[src/rtl/handshake_pkg.sv]
// rtl/handshake_pkg.sv - shared state encoding and occupancy constants for the skid slice
package handshake_pkg;

  typedef enum logic [1:0] {
    EMPTY = 2'd0,
    BUSY  = 2'd1,
    FULL  = 2'd2
  } state_e;

  localparam logic [1:0] OCC_EMPTY = 2'd0;
  localparam logic [1:0] OCC_BUSY  = 2'd1;
  localparam logic [1:0] OCC_FULL  = 2'd2;

endpackage

[src/rtl/handshake_skid_if.sv]
// rtl/handshake_skid_if.sv - valid/ready bundle seen on both sides of the skid slice
interface handshake_skid_if #(
  parameter int WIDTH = 32
);

  logic             valid_i;
  logic             ready_o;
  logic [WIDTH-1:0] data_i;
  logic             valid_o;
  logic             ready_i;
  logic [WIDTH-1:0] data_o;
  logic [1:0]       occ_o;

  // The slice itself: takes words from the master side, presents them to the slave side.
  modport slave (
    input  valid_i,
    input  data_i,
    input  ready_i,
    output ready_o,
    output valid_o,
    output data_o,
    output occ_o
  );

  // Whatever drives the slice and consumes its output.
  modport master (
    output valid_i,
    output data_i,
    output ready_i,
    input  ready_o,
    input  valid_o,
    input  data_o,
    input  occ_o
  );

endinterface

[src/rtl/handshake_skid.sv]
// rtl/handshake_skid.sv - full-throughput register slice with registered ready and two-entry skid
module handshake_skid
  import handshake_pkg::*;
#(
  parameter int WIDTH = 32
) (
  input  logic              clk,
  input  logic              rst,
  handshake_skid_if.slave   bus
);

  state_e           state_q, state_d;
  logic             valid_q, valid_d;
  logic             ready_q, ready_d;
  logic [WIDTH-1:0] data_q,  data_d;
  logic [WIDTH-1:0] skid_q,  skid_d;
  logic [1:0]       occ;

  logic in_xfer;
  logic out_xfer;

  // Transfers are judged against the registered handshake outputs only.
  assign in_xfer  = bus.valid_i && ready_q;
  assign out_xfer = valid_q && bus.ready_i;

  // Next-state and datapath selection; ready is precomputed from the next state so it can be a flop.
  always_comb begin
    state_d = state_q;
    valid_d = valid_q;
    data_d  = data_q;
    skid_d  = skid_q;
    case (state_q)
      EMPTY: begin
        if (in_xfer) begin
          data_d  = bus.data_i;
          valid_d = 1'b1;
          state_d = BUSY;
        end
      end
      BUSY: begin
        if (in_xfer && out_xfer) begin
          data_d = bus.data_i;
        end else if (in_xfer) begin
          // Slave stalled with a word already in flight: park it in the skid register.
          skid_d  = bus.data_i;
          state_d = FULL;
        end else if (out_xfer) begin
          valid_d = 1'b0;
          data_d  = '0;
          state_d = EMPTY;
        end
      end
      FULL: begin
        if (out_xfer) begin
          data_d  = skid_q;
          state_d = BUSY;
        end
      end
      default: begin
        state_d = EMPTY;
        valid_d = 1'b0;
        data_d  = '0;
      end
    endcase
    ready_d = (state_d != FULL);
  end

  // State and datapath registers; reset drops any held words.
  always_ff @(posedge clk) begin
    if (rst) begin
      state_q <= EMPTY;
      valid_q <= 1'b0;
      ready_q <= 1'b0;
      data_q  <= '0;
      skid_q  <= '0;
    end else begin
      state_q <= state_d;
      valid_q <= valid_d;
      ready_q <= ready_d;
      data_q  <= data_d;
      skid_q  <= skid_d;
    end
  end

  // Occupancy is a pure decode of the registered state.
  always_comb begin
    occ = OCC_EMPTY;
    case (state_q)
      EMPTY:   occ = OCC_EMPTY;
      BUSY:    occ = OCC_BUSY;
      FULL:    occ = OCC_FULL;
      default: occ = OCC_EMPTY;
    endcase
  end

  assign bus.valid_o = valid_q;
  assign bus.ready_o = ready_q;
  assign bus.data_o  = data_q;
  assign bus.occ_o   = occ;

endmodule
[src/flat_wrapper.sv]
// flat-port wrapper written by rule: the top's interface ports become plain ports
module handshake_skid_flat import handshake_pkg::*;
#(
  parameter int WIDTH = 32
)
  (clk, rst, bus_valid_i, bus_data_i, bus_ready_i, bus_ready_o, bus_valid_o, bus_data_o, bus_occ_o);
  handshake_skid_if #(.WIDTH(WIDTH)) bus_i ();
  input  logic clk;
  input  logic rst;
  input wire logic [$bits(bus_i.valid_i)-1:0] bus_valid_i;
  input wire logic [$bits(bus_i.data_i)-1:0] bus_data_i;
  input wire logic [$bits(bus_i.ready_i)-1:0] bus_ready_i;
  output wire logic [$bits(bus_i.ready_o)-1:0] bus_ready_o;
  output wire logic [$bits(bus_i.valid_o)-1:0] bus_valid_o;
  output wire logic [$bits(bus_i.data_o)-1:0] bus_data_o;
  output wire logic [$bits(bus_i.occ_o)-1:0] bus_occ_o;
  assign bus_i.valid_i = bus_valid_i;
  assign bus_i.data_i = bus_data_i;
  assign bus_i.ready_i = bus_ready_i;
  assign bus_ready_o = bus_i.ready_o;
  assign bus_valid_o = bus_i.valid_o;
  assign bus_data_o = bus_i.data_o;
  assign bus_occ_o = bus_i.occ_o;
  handshake_skid #(.WIDTH(WIDTH)) u_core (.clk(clk), .rst(rst), .bus(bus_i));
endmodule
[config.mk]
export PLATFORM = sky130hd
export DESIGN_NAME = handshake_skid_flat
export DESIGN_NICKNAME = d
export VERILOG_FILES = /design/src/rtl/handshake_pkg.sv /design/src/rtl/handshake_skid_if.sv /design/src/rtl/handshake_skid.sv /design/src/flat_wrapper.sv
export SDC_FILE = /design/constraint.sdc
export NUM_CORES = 1
export LEC_CHECK = 0
export ABC_AREA = 1
export CORE_ASPECT_RATIO = 1.5
export CORE_UTILIZATION = 52
export CTS_BUF_LIST = sky130_fd_sc_hd__clkbuf_4
export DETAILED_ROUTE_END_ITERATION = 6
export GPL_TIMING_DRIVEN = 0
export PLACE_DENSITY = 0.91
export SLEW_MARGIN = 10
export SYNTH_ARGS = -nofsm -noshare
export SYNTH_HDL_FRONTEND = slang
export SYNTH_SLANG_ARGS = --single-unit
[constraint.sdc]
create_clock -name clk -period 1.4 [get_ports clk]
set_input_delay 0.14 -clock clk [delete_from_list [all_inputs] [get_ports clk]]
set_output_delay 0.14 -clock clk [all_outputs]
set_load 0.01 [all_outputs]
==> results of run 1 <==
-- logic make-up (layout without fill, tap and decap cells) --
| logic type | Yosys count | in the layout | share of synthesized area, % |
|---|---|---|---|
| compound gates | 69 | 69 | 11.0 |
| buf+inv | 44 | 146 | 6.89 |
| flops | 68 | 68 | 43.1 |
| simple gates | 276 | 276 | 39.0 |
-- registers in the layout, summed over array words and instances (netlist names) --
register and flops:
u_core.bus.data_o 32, u_core.bus.ready_o 1, u_core.bus.valid_o 1, u_core.state_q 2, u_core.skid_q 32
-- repair_timing --
item                                    in CTS  in global routing
endpoints found under the setup margin      98                 64
hold buffers                                 0                  0
resized for setup                           83                 41
pin swaps                                    3                  2
cloned                                       0                  3
buffers inserted                             8                  6
-- how the worst max path moves through the flow --
stage	from	to	slack, ns
2_1_floorplan	u_core.bus.valid_o	u_core.bus.data_o[10]	0.11
3_5_place_dp	bus_ready_i	u_core.bus.data_o[29]	-0.36
6_report	u_core.state_q[0]	u_core.bus.data_o[8]	-0.09
3_3_place_gp	bus_ready_i	u_core.bus.data_o[19]	-0.35
5_1_grt	u_core.state_q[1]	u_core.bus.data_o[8]	-0.23
4_1_cts	u_core.state_q[0]	bus_occ_o[0]	-0.03
-- placed cells by master (no fill, tap or decap), drive strengths merged --
cell type      count
dfxtp             68
nand2            172
clkinvlp           1
nand4             33
clkbuf            27
o21ai              1
clkinv             3
a21oi             67
inv                5
dlygate4sd2       34
nand3             66
bufinv             1
o21bai             1
buf               41
nor2               5
clkdlybuf4s50     34
-- metal layers --
metal	up-vias	GRT usage, %	routed length (um)
met2	269	49.2	5080
met1	1727	37.0	3770
met4	0	12.9	433
met3	51	8.57	937
met5	-	0	0
li1	1753	-	-
-- worst min-delay path: stages --
cell and delay [ns]:
clkbuf_1 0.13, clkbuf_1 0.27, a21oi_1 0.17
-- power groups by stage --
stage,Combinational [mW],Sequential [mW],Clock [mW]
after global routing,1.44,2.15,1.36
after detailed placement,1.15,2.18,0
final,1.34,2.14,1.29
after global placement,1.13,2.17,0
after CTS,1.19,2.13,1.26
after floorplan,0.605,2.22,0
-- cell type report --
cell class / instances / area [sq um] / share of cell area (%)
plain buffers: 39 / 289 / 6.61
clock buffers: 10 / 75.1 / 1.72
clock inverters: 5 / 53.8 / 1.23
inverters: 5 / 28.8 / 0.658
multi-input cells: 345 / 1670 / 38.2
flip-flops and latches: 68 / 1370 / 31.3
well taps: 72 / 90.1 / 2.06
repair buffers: 87 / 797 / 18.2
==> results.py, run 1 <==
metrics = {
    "sta": {
        "finalMaxSlewViolations": 0,
        "setup_slack_ns": -0.0854,
        "rsz0062_at_grt": "true",
        "max_clock_freq_mhz": 673,
        "slew_headroom_pct": 59.1,
        "hold_violations": 0,
        "setup_viol": 34,
        "worst_slew_pin_slew_ns": 0.613,
        "tns_ns": -1.80,
        "post-route-period-util_pct": 106,
        "finalClockSkew_ns": 0.0224,
        "layout_min_cycle_time_ns": 1.49,
        "whs_ns": 0.302,
    },
    "power_and_ir_drop": {
        "p_int_mw": 3.19,
        "p_sw_mw": 1.57,
        "power_mw": 4.76,
        "ir_drop_mv": 1.33,
        "clockPowerShare_pct": 27.0,
        "p_per_area_nw_per_um2": 1090,
        "power_frac_seq_pct": 44.9,
        "p_sw_share_pct": 33.0,
        "pwr-share-comb_pct": 28.2,
        "p_leak_nw": 1.81,
    },
    "yosys": {
        "ys_async_sr_fraction_pct": 0,
        "synth_seq_cells": 68,
        "synth_top_area_share_pct": 43.1,
        "seq_area_frac_synth_pct": 43.1,
        "yosysUniqueCellTypes": 19,
        "synth.largest_area_cell": "dfxtp_1",
        "synth_common_cells": "nand2_1, dfxtp_1, a21oi_1",
        "netlist_instances": 457,
        "syn-num-nets": 493,
        "ys_warn_count": 0,
        "synth_area_leaders": "dfxtp_1, nand2_1, a21oi_1, nand3_1, nand4_1",
        "synth_edf_count": 0,
        "avgSynthCellArea_sq_um": 6.92,
        "synthFlopType": "dfxtp_1",
        "synth.most_common_cell": "nand2_1",
        "synth_area_sq_um": 3160,
    },
    "setup_path": {
        "critPathMaxStageDelay_ns": 0.39,
        "cp_num_cells": 8,
        "crit_arrival_ns": 1.85,
        "critPathMaxFanout": 6,
        "critPathSlowestCell": "dfxtp_4",
        "end_kind": "flip-flop",
        "reg2reg_depth": 8,
        "path_class": "reg -> reg",
        "crit_buf_inv": 3,
        "reg2reg_to": "u_core.bus.data_o[8]",
        "crit_chain": "buf_4 > nor2_4 > buf_6 > nand2_4 > nand3_4 > buf_2 > nand2_1 > a21oi_1",
        "r2r-start": "u_core.state_q[0]",
        "rrSetupSlack_ns": -0.09,
        "cp.required_ns": 1.76,
        "cp-start-kind": "flip-flop",
        "crit_family": "buffers and inverters",
    },
    "floorplanning": {
        "rows": 34,
        "floorplan.initialDensity_pct": 54.2,
        "die_h_um": 97.5,
        "dieArea_sq_um": 6400,
        "die_w_um": 65.7,
        "core_sq_um": 5830,
        "pin_count": 72,
    },
    "placement": {
        "post-place-ws_ns": -0.364,
        "dp.cells": 599,
        "gp_congestion": 0.840,
        "port_buffers": 70,
        "dp_hpwl_um": 6030,
        "dpl-instance-area_sq_um": 3950,
    },
    "layout": {
        "fillers": 396,
        "post-route-cell-area_sq_um": 4370,
        "n_antenna_cell": 0,
        "drive_gt1_share_pct": 16.8,
        "instances_no_fill": 631,
        "finish.utilization_pct": 75.1,
        "nNetsFinal": 591,
        "area_delta_synth_final_pct": 38.4,
    },
    "clocking": {
        "insertion_delay_ns": 0.44,
        "path_clk_slew_ns": 0.13,
        "cts.sinks": 68,
        "numCtsBuffers": 9,
        "clock_path_buffers": 2,
        "cts.htree.levels": 3,
        "cts_root_buf": "clkbuf_4",
        "cts_tree": "yes",
    },
    "drt": {
        "via_per_inst": 6.02,
        "wire_per_inst_um": 16.2,
        "vias": 3800,
        "ant_nets": 0,
        "totalWireLength_um": 10200,
        "post-route-drc-count": 0,
        "first_iter_violations": 549,
        "firstDrtPassIters": 6,
    },
    "global_route": {
        "grt_pass1_vias": 3369,
        "antenna_found_initial": 0,
        "track_usage_pct": 30.5,
        "overflow": 0,
        "grt_pass1_wl_um": 15200,
        "grt_max_degree": 12,
    },
    "status": {
        "status": "finished, violations left",
        "violations": "setup timing",
    },
    "min_path": {
        "hold_end": "u_core.bus.valid_o",
        "worstHoldStart": "rst",
        "worstHoldPathCells": 3,
        "min_path_type": "in -> reg",
    },
    "flow_run": {
        "maxCapViolCount": 0,
    },
}
Note: power is estimated with default switching activity, not from simulation.
==> inputs of run 2 (changes only) <==
Settings changed: CORE_ASPECT_RATIO 1.5 to default, CORE_MARGIN from default to 4.
==> run 2 against run 1 <==
  * The flow still finishes with violations (setup timing)
  * Final cell count increased by 0.48%
  * Fmax decreased by 2.6%
  * Power decreased by 0.95%
  * Global-route usage decreased by 4.6 points
  * Design area increased by 1.9%
  * Worst hold slack improved by 0.027 ns
  * Utilization increased by 0.24 points
  * Via count increased by 3.4%
  * Flip-flop and latch count unchanged
  * Count of clock-buffer cells in the layout unchanged
  * Combinational power increased by 9.7%
  * Sequential share of layout area decreased by 0.59 points
  * Critical endpoint is now u_core.bus.data_o[10]
  * Largest power group unchanged
==> results.py, run 2 (synthesis gave the netlist of run 1 again) <==
metrics = {
    "status": {
        "status": "finished, violations left",
        "violations": "setup timing",
    },
    "drt": {
        "firstDrtPassIters": 6,
        "ant_nets": 0,
        "totalWireLength_um": 11300,
        "post-route-drc-count": 0,
        "first_iter_violations": 543,
        "vias": 3931,
        "via_per_inst": 6.20,
        "wire_per_inst_um": 17.8,
    },
    "power_and_ir_drop": {
        "p_int_mw": 3.05,
        "pwr-share-comb_pct": 31.2,
        "p_sw_share_pct": 35.3,
        "power_mw": 4.72,
        "clockPowerShare_pct": 23.4,
        "power_frac_seq_pct": 45.4,
        "p_sw_mw": 1.67,
        "p_leak_nw": 1.83,
        "ir_drop_mv": 0.664,
        "p_per_area_nw_per_um2": 1060,
    },
    "flow_run": {
        "maxCapViolCount": 0,
    },
    "placement": {
        "dp_hpwl_um": 6340,
        "dp.cells": 602,
        "dpl-instance-area_sq_um": 3960,
        "gp_congestion": 0.863,
        "port_buffers": 70,
    },
    "sta": {
        "max_clock_freq_mhz": 656,
        "post-route-period-util_pct": 109,
        "worst_slew_pin_slew_ns": 0.664,
        "setup_viol": 48,
        "finalClockSkew_ns": 0.0191,
        "finalMaxSlewViolations": 0,
        "layout_min_cycle_time_ns": 1.52,
        "whs_ns": 0.329,
        "slew_headroom_pct": 55.7,
        "setup_slack_ns": -0.124,
        "rsz0062_at_grt": "true",
        "hold_violations": 0,
    },
    "layout": {
        "post-route-cell-area_sq_um": 4460,
        "nNetsFinal": 590,
        "n_antenna_cell": 0,
        "layout_common_cells": "nand2_1, dfxtp_1, nand3_1, a21oi_1",
        "mostFrequentLayoutCell": "nand2_1",
        "fillers": 408,
        "area_delta_synth_final_pct": 41.1,
        "instances_no_fill": 634,
        "drive_gt1_share_pct": 20.4,
    },
    "global_route": {
        "use_met1_pct": 32.5,
        "met3_usage_pct": 5.38,
        "track_usage_pct": 25.9,
        "use_met2_pct": 41.1,
        "grt_max_degree": 12,
        "grt_pass1_wl_um": 15100,
        "antenna_found_initial": 0,
        "overflow": 0,
        "busiest_layer": "met2",
        "grt_pass1_vias": 3306,
    },
    "floorplanning": {
        "dieArea_sq_um": 7390,
        "floorplan.initialDensity_pct": 53.4,
        "rows": 28,
        "core_sq_um": 5920,
        "pin_count": 72,
        "die_h_um": 86.0,
        "die_w_um": 86.0,
    },
    "min_path": {
        "min_path_type": "in -> reg",
        "worstHoldStart": "rst",
    },
    "setup_path": {
        "cp-start-kind": "flip-flop",
        "r2r-start": "u_core.state_q[1]",
        "end_kind": "flip-flop",
        "crit_start": "u_core.state_q[1]",
        "rrSetupSlack_ns": -0.12,
        "path_class": "reg -> reg",
        "critPathMaxFanout": 7,
        "cp.required_ns": 1.70,
        "crit_arrival_ns": 1.82,
    },
    "clocking": {
        "cts_root_buf": "clkbuf_4",
        "insertion_delay_ns": 0.44,
        "cts_tree": "yes",
        "cts.htree.levels": 3,
        "cts.sinks": 68,
        "path_clk_slew_ns": 0.12,
        "clock_path_buffers": 2,
        "numCtsBuffers": 9,
    },
}
[run 2: cell count changes in the layout (fill, tap and decap cells not counted), moves of 3 or more]
cell | before | now
a21oi_1 | 58 | 52
a21oi_2 | 9 | 15
clkbuf_4 | 10 | 13
nand2_1 | 163 | 146
nand2_2 | 7 | 19
nand2_4 | 2 | 7
[run 2: final timing paths]
path / depth (start not counted) / to
worst min-delay path: 3 / u_core.bus.valid_o
worst max register to register: 9 / u_core.bus.data_o[10]
worst max-delay path: 9 / u_core.bus.data_o[10]
worst min register to register: 2 / u_core.bus.data_o[6]
[run 2: through the flow]
step	worst slack (ns)	util, %	setup TNS (ns)
global route	-0.140	75.3	-5.19
floorplan	0.112	-	0
global placement	-0.401	66.8	-20.54
finish	-0.124	75.3	-2.65
detailed placement	-0.438	66.8	-22.02
CTS	-0.0898	69.9	-1.98
[run 2: what timing repair did]
item                       CTS  global route
hold buffers                 0             0
gates resized for setup     71            76
setup endpoints to repair   97            69
gates cloned                 0             2
setup buffers                6             8
pin swaps                    3            10
[run 2: critical path: stages (launching register included)]
cell and delay, ns:
dfxtp_4 0.43, inv_4 0.05, nor2_4 0.12, buf_6 0.15
nand2_4 0.08, nand3_4 0.16, inv_8 0.08, clkbuf_16 0.17
nand2_2 0.07, a21oi_1 0.06
[run 2: per-layer routing]
layer / wire [um] / share of wire (%)
met1: 4120 / 36
met2: 5400 / 48
met3: 1190 / 11
met4: 582 / 5.1
met5: 0 / 0
[run 2: cell type report]
| class | count | area (sq um) | area share [%] |
|---|---|---|---|
| inverters | 5 | 32.5 | 0.730 |
| multi-input cells | 345 | 1760 | 39.5 |
| clock buffers | 10 | 75.1 | 1.68 |
| repair buffers | 86 | 806 | 18.1 |
| well taps | 75 | 93.8 | 2.10 |
| plain buffers | 39 | 289 | 6.48 |
| flip-flops and latches | 68 | 1370 | 30.7 |
| clock inverters | 6 | 31.3 | 0.702 |
[run 2: power groups by stage]
stage	sequential, mW	clock, mW	combinational, mW
6_report	2.14	1.11	1.47
3_3_place_gp	2.18	0	1.14
2_1_floorplan	2.22	0	0.605
4_1_cts	2.13	1.09	1.14
3_5_place_dp	2.18	0	1.16
5_1_grt	2.16	1.17	1.56
